===== src/rtl/axi_reg_arbiter.sv =====
// Round-robin arbiter that serialises single-beat register reads/writes from two
// requesters onto one AXI-lite master port; one transaction is in flight at a time.
module axi_reg_arbiter #(
    parameter int ADDR_W = 32,
    parameter int DATA_W = 32
) (
    input  logic                      clk,
    input  logic                      areset,
    input  logic [1:0]                req_i,
    input  logic [1:0]                req_we_i,
    input  logic [2*ADDR_W-1:0]       req_addr_i,
    input  logic [2*DATA_W-1:0]       req_wdata_i,
    input  logic [2*(DATA_W/8)-1:0]   req_wstrb_i,
    output logic [1:0]                done_o,
    output logic [DATA_W-1:0]         rdata_o,
    output logic                      err_o,
    output logic [3:0]                m_awid_o,
    output logic [3:0]                m_arid_o,
    output logic [ADDR_W-1:0]         m_awaddr_o,
    output logic                      m_awvalid_o,
    input  logic                      m_awready_i,
    output logic [DATA_W-1:0]         m_wdata_o,
    output logic [DATA_W/8-1:0]       m_wstrb_o,
    output logic                      m_wvalid_o,
    input  logic                      m_wready_i,
    input  logic [1:0]                m_bresp_i,
    input  logic                      m_bvalid_i,
    output logic                      m_bready_o,
    output logic [ADDR_W-1:0]         m_araddr_o,
    output logic                      m_arvalid_o,
    input  logic                      m_arready_i,
    input  logic [DATA_W-1:0]         m_rdata_i,
    input  logic                      m_rvalid_i,
    output logic                      m_rready_o
);

    localparam int STRB_W = DATA_W / 8;

    typedef enum logic [2:0] {
        IDLE,
        WR_ADDR_DATA,
        WR_RESP,
        RD_ADDR,
        RD_DATA,
        DONE
    } state_t;

    state_t state_p0;
    state_t state_d;

    logic              grant;
    logic              gnt_sel;
    logic              last_gnt_p0;
    logic              gnt_p0;
    logic [ADDR_W-1:0] addr_p0;
    logic [DATA_W-1:0] wdata_p0;
    logic [STRB_W-1:0] wstrb_p0;
    logic              aw_vld_p0;
    logic              w_vld_p0;
    logic [DATA_W-1:0] rdata_p1;
    logic              err_p1;
    logic              aw_clear;
    logic              w_clear;

    // Tie goes to the requester that was not served last.
    always_comb begin
        gnt_sel = 1'b0;
        case (req_i)
            2'b10:   gnt_sel = 1'b1;
            2'b11:   gnt_sel = ~last_gnt_p0;
            default: gnt_sel = 1'b0;
        endcase
    end

    assign aw_clear = !aw_vld_p0 || m_awready_i;
    assign w_clear  = !w_vld_p0 || m_wready_i;

    always_ff @(posedge clk or negedge areset) begin
        if (!areset) begin
            state_p0 <= IDLE;
        end else begin
            state_p0 <= state_d;
        end
    end

    always_comb begin
        state_d     = state_p0;
        grant       = 1'b0;
        m_bready_o  = 1'b0;
        m_arvalid_o = 1'b0;
        m_rready_o  = 1'b0;
        done_o      = 2'b00;
        case (state_p0)
            IDLE: begin
                if (|req_i) begin
                    grant   = 1'b1;
                    state_d = req_we_i[gnt_sel] ? WR_ADDR_DATA : RD_ADDR;
                end
            end
            WR_ADDR_DATA: begin
                if (aw_clear && w_clear) begin
                    state_d = WR_RESP;
                end
            end
            WR_RESP: begin
                m_bready_o = 1'b1;
                if (m_bvalid_i) begin
                    state_d = DONE;
                end
            end
            RD_ADDR: begin
                m_arvalid_o = 1'b1;
                if (m_arready_i) begin
                    state_d = RD_DATA;
                end
            end
            RD_DATA: begin
                m_rready_o = 1'b1;
                if (m_rvalid_i) begin
                    state_d = DONE;
                end
            end
            DONE: begin
                done_o  = gnt_p0 ? 2'b10 : 2'b01;
                state_d = IDLE;
            end
            default: state_d = IDLE;
        endcase
    end

    // Capture stage: the granted request is frozen here for the whole transaction.
    always_ff @(posedge clk or negedge areset) begin
        if (!areset) begin
            last_gnt_p0 <= 1'b1;
            gnt_p0      <= 1'b0;
            addr_p0     <= '0;
            wdata_p0    <= '0;
            wstrb_p0    <= '0;
            aw_vld_p0   <= 1'b0;
            w_vld_p0    <= 1'b0;
        end else begin
            if (grant) begin
                last_gnt_p0 <= gnt_sel;
                gnt_p0      <= gnt_sel;
                addr_p0     <= gnt_sel ? req_addr_i[2*ADDR_W-1:ADDR_W] : req_addr_i[ADDR_W-1:0];
                wdata_p0    <= gnt_sel ? req_wdata_i[2*DATA_W-1:DATA_W] : req_wdata_i[DATA_W-1:0];
                wstrb_p0    <= gnt_sel ? req_wstrb_i[2*STRB_W-1:STRB_W] : req_wstrb_i[STRB_W-1:0];
                aw_vld_p0   <= req_we_i[gnt_sel];
                w_vld_p0    <= req_we_i[gnt_sel];
            end else begin
                if (aw_vld_p0 && m_awready_i) begin
                    aw_vld_p0 <= 1'b0;
                end
                if (w_vld_p0 && m_wready_i) begin
                    w_vld_p0 <= 1'b0;
                end
            end
        end
    end

    // Response stage: read data holds until the next read; error lives only for the DONE cycle.
    always_ff @(posedge clk or negedge areset) begin
        if (!areset) begin
            rdata_p1 <= '0;
            err_p1   <= 1'b0;
        end else begin
            if (state_p0 == RD_DATA && m_rvalid_i) begin
                rdata_p1 <= m_rdata_i;
            end
            if (state_p0 == WR_RESP && m_bvalid_i) begin
                err_p1 <= (m_bresp_i != 2'b00);
            end else if (state_p0 == DONE) begin
                err_p1 <= 1'b0;
            end
        end
    end

    assign m_awid_o    = {3'b000, gnt_p0};
    assign m_arid_o    = {3'b000, gnt_p0};
    assign m_awaddr_o  = addr_p0;
    assign m_araddr_o  = addr_p0;
    assign m_wdata_o   = wdata_p0;
    assign m_wstrb_o   = wstrb_p0;
    assign m_awvalid_o = aw_vld_p0;
    assign m_wvalid_o  = w_vld_p0;
    assign rdata_o     = rdata_p1;
    assign err_o       = err_p1;

endmodule

===== config.mk =====
export PLATFORM = sky130hd
export DESIGN_NAME = axi_reg_arbiter
export DESIGN_NICKNAME = d
export VERILOG_FILES = /design/src/rtl/axi_reg_arbiter.sv
export SDC_FILE = /design/constraint.sdc
export NUM_CORES = 1
export LEC_CHECK = 0
export CORE_UTILIZATION = 34
export DETAILED_ROUTE_END_ITERATION = 6
export PLACE_DENSITY = 0.8
export SKIP_LAST_GASP = 1
export SYNTH_ARGS = -nofsm -noshare
export SYNTH_HDL_FRONTEND = slang
export SYNTH_SLANG_ARGS = --single-unit

===== constraint.sdc =====
create_clock -name clk -period 1.56 [get_ports clk]
set_input_delay 0.468 -clock clk [delete_from_list [all_inputs] [get_ports clk]]
set_output_delay 0.468 -clock clk [all_outputs]
set_load 0.05 [all_outputs]

==> metrics.txt, run 1 <==
die width=approximately 130 microns; first-pass GRT wire length=just over 30,000 microns; top achievable clock speed=approximately 560 MHz; GRT Residual Overflow=0; CTS buffer count=9; vias per cell=between 4 and 5; Final Setup Violations=92; fillers=889; RSZ-0062 raised after global routing=true; GP Congestion=about 0.80; port bufs=between 300 and 400; CTS max path bufs=2; Finished Layout Cells=about 1,000; Post-Synthesis Cells=between 400 and 500; die height=approximately 130 microns; startpoint types=register; Post-Syn Area per Cell=between 10 and 15 sq um; post-synthesis cell type count=34; dpl hpwl=between 10,000 and 15,000 microns; FFs w/ async S/R, synth=100%; via count=4,972; RR Startpoint=state_p0[1]; Area contributors post-synth=dfrtp_1, mux2i_1, buf_4; GRT Overall Usage=25.7%; most frequent cells after synthesis=dfrtp_1, nor2_1, mux2i_1, buf_4, a21oi_1; Overall Power=0.0302 W; critical path required time=~1100 ps; initial antenna violation count=1; final-report hold violation count=0; Synth-to-Final Area Change=119%; Synth Register Bits=108; Post-DRT Antenna Nets=0; status=finished with violations; CTS tree=done; Iter 0 DRT Violations=between 150 and 200; Slew Limit Fails=0; Routed WL=roughly 20,000 microns; reg-to-reg slack, setup=-190 ps; post-route setup slack=-219 ps; DR WL/cell=around 20 microns; failing checks=negative setup slack; Clk Latency, worst-skew pair=between 300 and 400 ps; max cap viols=0; worst hold path type=input port to async pin; fraction of layout instances using a drive strength above 1=a little under half; FF-to-FF End=m_wdata_o[5]; Tmin final=~1800 ps; CTS Root Cell=clkbuf_16; Final Cycle Share=114%; most common cell in the netlist=dfrtp_1; Core ar.=roughly 15,000 sq um; clock transition at the registers of the reported paths=~70 ps; post-synth design cell area=roughly 5300 sq um; Worst VDD drop=~1.5 mV; hold_buf cts=0; TritonRoute pass-1 iters=4; full die area=~16,000 sq um; register area share after synthesis=roughly half; Leak Pwr=a little under 5 nW; IO Count=329; Worst Reg-to-Reg Cells=9; vias in the first global route=around 5,600; share of the synthesized area in the top cell type=roughly half; dpl cells=about 940; cell row count=45; Crit Path Class=register to primary output; area leader, netlist=dfrtp_1; synth warn=0; crit-path max FO=5; ys flop type=dfrtp_1; initial core utilization=a little over a third; Setup TNS=-9940 ps; number of synthesized flops with an enable pin=0; drt drc=0; H-Tree Level Count=3; Clock Skews=just over 9 ps; PD cells=2610 nW/um^2; pin count of the biggest net entering global routing=between 60 and 70; CP arrival=between 1000 and 1500 ps; clock sinks=108; CP Capture Type=primary output; final-stage net count=987
## metal layers
metal	part of all wire, %	vias to the layer above	track usage (%)
met5	0	-	0
met4	3.2	0	10.7
met3	6.8	41	5.48
met2	55	241	48.9
met1	35	2441	27.2
li1	-	2249	-
## worst max-delay path: stages (launching register included)
cell and delay [ps]:
dfrtp_2 440, buf_6 130, nor3b_4 230, buf_12 170
## cells in the final DEF, fill, tap and decap left out, drive strengths merged, types with 2 or more instances in the layout
master,synthesis,routed
buf,71,219
clkdlybuf4s50,0,177
dfrtp,107,107
nor2,76,76
mux2i,70,70
a21oi,70,70
mux2,32,32
clkbuf,0,12
conb,1,6
nand2,6,6
o21a,3,3
nor2b,3,3
o311ai,2,2
nand3,2,2
clkinv,0,2
dlygate4sd2,0,2
nor3b,2,2
nor3,2,2
o21ai,2,2
## cell families (layout without fill, tap and decap cells)
kind of cell / after synthesis / count (layout) / synth area share [%]
muxes: 102 / 102 / 20.1
other: 1 / 7 / 0.0709
AOI/OAI and AO/OA: 82 / 82 / 10.5
buffers and inverters: 72 / 416 / 10.5
and+or+nand+nor: 97 / 97 / 7.78
DFF: 108 / 108 / 51.1
## flip-flops by register name (all words and copies together), names as in the netlist
| signal | flops |
|---|---|
| rdata_o | 32 |
| gnt_p0 | 1 |
| m_wdata_o | 32 |
| m_wstrb_o | 4 |
| state_p0 | 3 |
| last_gnt_p0 | 1 |
| m_araddr_o | 32 |
| m_awvalid_o | 1 |
| err_o | 1 |
| m_wvalid_o | 1 |
## worst max path at each step
stage	from	end	slack (ps)	depth (start not counted)
floorplan	state_p0[0]	done_o[0]	2	4
global placement	req_i[1]	m_wdata_o[23]	-430	5
detailed placement	req_i[1]	m_araddr_o[11]	-500	7
CTS	state_p0[0]	m_bready_o	-220	3
global route	state_p0[0]	m_bready_o	-270	3
finish	state_p0[1]	m_bready_o	-220	3
## area by class of cell
type,instances,area (sq um),area share [%]
inverter,1,3.75,0.0324
tap,188,235,2.03
multi-input combinational,287,2460,21.2
antenna,1,2.50,0.0216
timing repair buffer,399,5860,50.6
clock buffer,12,256,2.22
sequential,108,2710,23.4
clock inverter,4,47.5,0.411
## stage by stage
step                util (%)  hold WS, ps  setup slack [ps]  cell area, sq um
global placement        66.2          481              -434             10100
detailed placement      66.2          482              -502             10100
CTS                     75.9          112              -216             11500
global route            76.2          116              -274             11600
finish                  76.2          109              -219             11600
floorplan                  -          172              2.33              5360
## power by group
group | internal (W) | switching, W | leakage [nW] | total (W)
registers | 0.00421 | 0.00218 | 1.23 | 0.00638
logic | 0.0110 | 0.0105 | 3.52 | 0.0215
clock network | 0.00133 | 0.00101 | 0.149 | 0.00234
total | 0.0165 | 0.0137 | 4.89 | 0.0302
## what timing repair did
action,CTS,global route
gates cloned,15,0
endpoints found under the setup margin,100,113
pin swaps,4,2
resized for setup,138,15
buffers inserted,29,3
(Power assumes the default switching activity.)
==> run 2: changes to the inputs <==
--- a/config.mk
+++ b/config.mk
@@ -5,10 +5,12 @@
 export SDC_FILE = /design/constraint.sdc
 export NUM_CORES = 1
 export LEC_CHECK = 0
+export CAP_MARGIN = 0
 export CORE_UTILIZATION = 34
 export DETAILED_ROUTE_END_ITERATION = 6
 export PLACE_DENSITY = 0.8
 export SKIP_LAST_GASP = 1
+export SLEW_MARGIN = 20
 export SYNTH_ARGS = -nofsm -noshare
 export SYNTH_HDL_FRONTEND = slang
 export SYNTH_SLANG_ARGS = --single-unit
==> constraint.sdc (replaced) <==
create_clock -name clk -period 1.56 [get_ports clk]
set_input_delay 0.468 -clock clk [delete_from_list [all_inputs] [get_ports clk]]
set_output_delay 0.468 -clock clk [all_outputs]
set_load 0.01 [all_outputs]
==> metrics.txt, run 2 (synthesis gave the netlist of run 1 again) <==
internal power=roughly 0.011 W; failing checks=negative setup slack; status=finished with violations; worst hold path type=input port to async pin; CTS max path bufs=2; DR WL/cell=17.1 microns; most common cell after layout, fill and taps aside=clkdlybuf4s50_1; top achievable clock speed=~580 MHz; Flop pwr share=about 29%; Iter 0 DRT Violations=150; Final Setup Violations=about 110; clock transition at the registers of the reported paths=70 ps; die width=about 130 microns; Cell Area, Placed=slightly below 9000 sq um; GP Congestion=around 0.8; Final Cycle Share=110%; Crit Path Class=register to primary output; Core ar.=about 15,000 sq um; CTS tree=done; Post-DRT Antenna Nets=0; critical path required time=roughly 1100 ps; full die area=between 15,000 and 20,000 sq um; Clock Skews=between 9 and 10 ps; CP arrival=approximately 1300 ps; crit-path max FO=7; RR Startpoint=state_p0[1]; crit-path leading delay family=flip-flops; post-route setup slack=-158 ps; CTS buffer count=9; startpoint types=register; worst path bufs/invs=2; initial antenna violation count=0; first-pass GRT wire length=26,100 microns; CP max stage delay=approximately 450 ps; Tmin final=~1700 ps; Clock power frac=approximately 14%; drt drc=0; vias in the first global route=between 4,000 and 5,000; dpl hpwl=between 10,000 and 15,000 microns; port bufs=322; TritonRoute pass-1 iters=4; via count=~4,900; IO Count=roughly 330; max cap viols=0; die height=around 130 microns; pin count of the biggest net entering global routing=between 50 and 60; Slew Limit Fails=0; fraction of layout instances using a drive strength above 1=around 27%; P_sw=0.00640 W; GRT Residual Overflow=0; Overall Power=about 0.018 W; final-stage net count=~1,000; clock sinks=between 100 and 150; Worst VDD drop=about 0.76 mV; Setup TNS=-7820 ps; RSZ-0062 raised after global routing=true; CP Capture Type=primary output; Leak Pwr=4.31 nW; final core occ=64.9%; initial core utilization=34.8%; Finished Cell Area=a little under 10,000 sq um; cell row count=45; H-Tree Level Count=3; n_diodes=0; GRT Overall Usage=a little over a fifth; pre-CTS setup slack=-556 ps; CP Cell Sequence=buf_4 -> nand2_1 -> nor2_1 -> buf_2; Routed WL=17,400 microns; Sw Ratio=35.7%; Worst setup startpoint=state_p0[1]; CP max stage cell=dfrtp_2; Comb pwr share=a little under 60%; CTS Root Cell=clkbuf_16; final-report hold violation count=0; most frequent cells in the layout=clkdlybuf4s50_1, dlygate4sd2_1, dfrtp_1; PD cells=roughly 1800 nW/um^2; Clk Latency, worst-skew pair=roughly 340 ps; Synth-to-Final Area Change=86.5%; vias per cell=4.80
## run 2: path summary, 6_finish.rpt
kind | slack, ps | cells past startpoint | to
max | -160 | 4 | m_arvalid_o
min | 120 | 2 | rdata_o[6]
max reg2reg | -130 | 8 | m_wdata_o[28]
min reg2reg | 490 | 1 | rdata_o[10]
max in group asynchronous | 1170 | 2 | last_gnt_p0
min in group clk | 490 | 1 | rdata_o[10]
## run 2: per-layer routing
metal / GRT usage, % / share of wire, % / routed length (microns) / vias to the layer above
li1: - / - / - / 2264
met1: 24.2 / 39 / 6810 / 2364
met2: 37.9 / 52 / 9020 / 229
met3: 5.06 / 6.4 / 1120 / 35
met4: 9.10 / 2.7 / 469 / 0
met5: 0 / 0 / 0 / -
## run 2: cell type report
| type | count | area [sq um] |
|---|---|---|
| clock inverters | 4 | 72.6 |
| clock buffers | 12 | 246 |
| repair buffers | 418 | 4380 |
| inverters | 1 | 3.75 |
| multi-input cells | 288 | 2220 |
| well taps | 188 | 235 |
| fillers | 1193 | 5330 |
| flip-flops and latches | 108 | 2710 |
## run 2: timing repair
item                                    CTS  global route
hold buffers                              0             0
buffers inserted                         20            19
endpoints found under the setup margin  246           125
gates resized for setup                 239            24
pin swaps                                 3             2
cloned                                   13             4
## run 2: stage by stage
stage | hold slack, ps | cells
final | 116 | 1019
after global routing | 132 | 1019
after CTS | 120 | 996
after detailed placement | 478 | 948
after global placement | 468 | 948
after floorplan | 172 | 467
## run 2: worst reg2reg max path: stages (launching register included)
cell and delay (ps):
dfrtp_2 460, buf_4 160, nor3_4 210, and2b_4 240, buf_12 160, buf_12 120, buf_8 100, nor2_1 50
a21oi_1 120
## run 2: power groups by stage
stage / Combinational (W) / Sequential (W) / Clock, W
after floorplan: 0.00394 / 0.00562 / 0
after global placement: 0.00869 / 0.00512 / 0
after detailed placement: 0.00891 / 0.00519 / 0
after CTS: 0.00954 / 0.00515 / 0.00249
after global routing: 0.0111 / 0.00530 / 0.00261
final: 0.0104 / 0.00512 / 0.00243
==> run 3: changes to the inputs <==
--- a/config.mk
+++ b/config.mk
@@ -6,8 +6,11 @@
 export NUM_CORES = 1
 export LEC_CHECK = 0
 export CAP_MARGIN = 0
+export CORE_MARGIN = 8
 export CORE_UTILIZATION = 34
 export DETAILED_ROUTE_END_ITERATION = 6
+export GPL_ROUTABILITY_DRIVEN = 1
+export HOLD_SLACK_MARGIN = 0.08
 export PLACE_DENSITY = 0.8
 export SKIP_LAST_GASP = 1
 export SLEW_MARGIN = 20
==> metrics.txt, run 3 (synthesis gave the netlist of run 1 again) <==
status=finished with violations; failing checks=negative setup slack; Finished Cell Area=around 10,000 sq um; Sw Ratio=a little under 40%; cell row count=between 40 and 50; Final Cycle Share=115%; RR Startpoint=state_p0[0]; drt drc=0; GRT Residual Overflow=0; critical path required time=1090 ps; dpl cells=roughly 950; max cap viols=0; GRT Overall Usage=about a fifth; Slew Limit Fails=0; post-route setup slack=-226 ps; port bufs=around 320; Post-DRT Antenna Nets=0; vias in the first global route=5,536; fraction of layout instances using a drive strength above 1=a little over a third; Worst setup startpoint=state_p0[0]; P_sw=between 0.007 and 0.008 W; GP Congestion=roughly 0.80; final-stage net count=just over 1,000; clock sinks=around 110; IO Count=between 300 and 400; M3 GR Usage=between 6 and 7%; CTS tree=done; top achievable clock speed=~560 MHz; initial antenna violation count=0; Comb pwr share=roughly 60%; DR WL/cell=approximately 21 microns; clock transition at the registers of the reported paths=approximately 60 ps; Tmin final=around 1800 ps; pin count of the biggest net entering global routing=41; Clock power frac=approximately an eighth; CP arrival=between 1000 and 1500 ps; Clk Latency, worst-skew pair=~340 ps; CTS max path bufs=2; die height=~140 microns; TritonRoute pass-1 iters=4; vias per cell=around 4.8; via count=approximately 5,000; Worst VDD drop=between 0.8 and 0.9 mV; Iter 0 DRT Violations=112; worst hold path type=register to register; Finished Layout Cells=1,017; most common cell after layout, fill and taps aside=clkdlybuf4s50_1; CTS buffer count=9; first-pass GRT wire length=around 31,000 microns; most frequent cells in the layout=clkdlybuf4s50_1, dlygate4sd2_1, dfrtp_1; met1 usage in global routing=around 20%; Cell Area, Placed=~8600 sq um; Crit Path Class=register to primary output; Routed WL=~21,000 microns; Final Setup Violations=between 100 and 150; internal power=approximately 0.012 W; full die area=19,800 sq um; dpl hpwl=14,200 microns; Overall Power=0.0192 W; Core ar.=between 15,000 and 20,000 sq um; Flop pwr share=between 20% and 30%; layer with the highest usage=met2; crit-path max FO=6; n_diodes=0; PD cells=around 1900 nW/um^2; fillers=roughly 1,100; Leak Pwr=4.33 nW; CTS Root Cell=clkbuf_16; Synth-to-Final Area Change=93.9%; CP Capture Type=primary output; final-report hold violation count=0; RSZ-0062 raised after global routing=true; initial core utilization=approximately a third; H-Tree Level Count=3; die width=approximately 140 microns; startpoint types=register; Hold Startpoint=rdata_o[10]; met2 Usage GRT=between 30% and 40%; Clock Skews=about 12 ps
run 3: changes by cell type in the layout (fill, tap and decap cells not counted), sizes merged:
cell           change
bufbuf             -1
dlygate4sd2        -1
clkdlybuf4s15      +1
bufinv             -1
clkinvlp           +1
dlygate4sd3        +1
and2b              -1
clkbuf             -1
run 3: layout make-up:
class	count	area, sq um	share of cell area, %
clock buffers	11	243	2.37
inverters	1	3.75	0.0366
flip-flops and latches	108	2710	26.4
multi-input cells	287	2730	26.6
repair buffers	418	4290	41.8
clock inverters	4	50.0	0.488
well taps	188	235	2.29
run 3: final timing paths:
check / end / slack, ps / cells after the start
max: m_rready_o / -230 / 4
min: rdata_o[10] / 480 / 1
max reg2reg: rdata_o[20] / -190 / 6
min reg2reg: rdata_o[10] / 480 / 1
max in group asynchronous: m_araddr_o[31] / 440 / 3
min in group asynchronous: err_o / 590 / 2
run 3: per-stage QoR:
stage,utilization (%),hold WS [ps],setup slack (ps),TNS (ps)
5_1_grt,67.5,506,-285,-20750
4_1_cts,64.0,486,-222,-14790
6_report,67.5,478,-226,-12710
3_3_place_gp,56.6,389,-492,-41810
3_5_place_dp,56.6,399,-536,-45380
2_1_floorplan,-,172,82.0,0
run 3: repair_timing:
| item | 4_1_cts | 5_1_grt |
|---|---|---|
| pin swaps | 7 | 8 |
| hold buffers | 1 | 0 |
| hold endpoints to repair | 19 | 0 |
| endpoints found under the setup margin | 246 | 136 |
| resized for setup | 285 | 127 |
| cloned | 14 | 4 |
| buffers inserted | 22 | 22 |
run 3: worst max-delay path, stage by stage (launching register included):
cell     delay (ps)
dfrtp_2         470
buf_4           160
nor2_4          110
and2_4          150
buf_6           100
run 3: power by group through the flow:
stage               sequential, W  combinational (W)  clock (W)
floorplan                 0.00562            0.00394          0
global placement          0.00509            0.00876          0
detailed placement        0.00520            0.00894          0
CTS                       0.00522             0.0104    0.00234
global route              0.00556             0.0122    0.00245
finish                    0.00538             0.0115    0.00227
run 3: metal layers:
layer / share of wire (%) / wire length, microns
met4: 2.0 / 408
met5: 0 / 0
met3: 8.2 / 1720
met1: 37 / 7660
met2: 53 / 11100
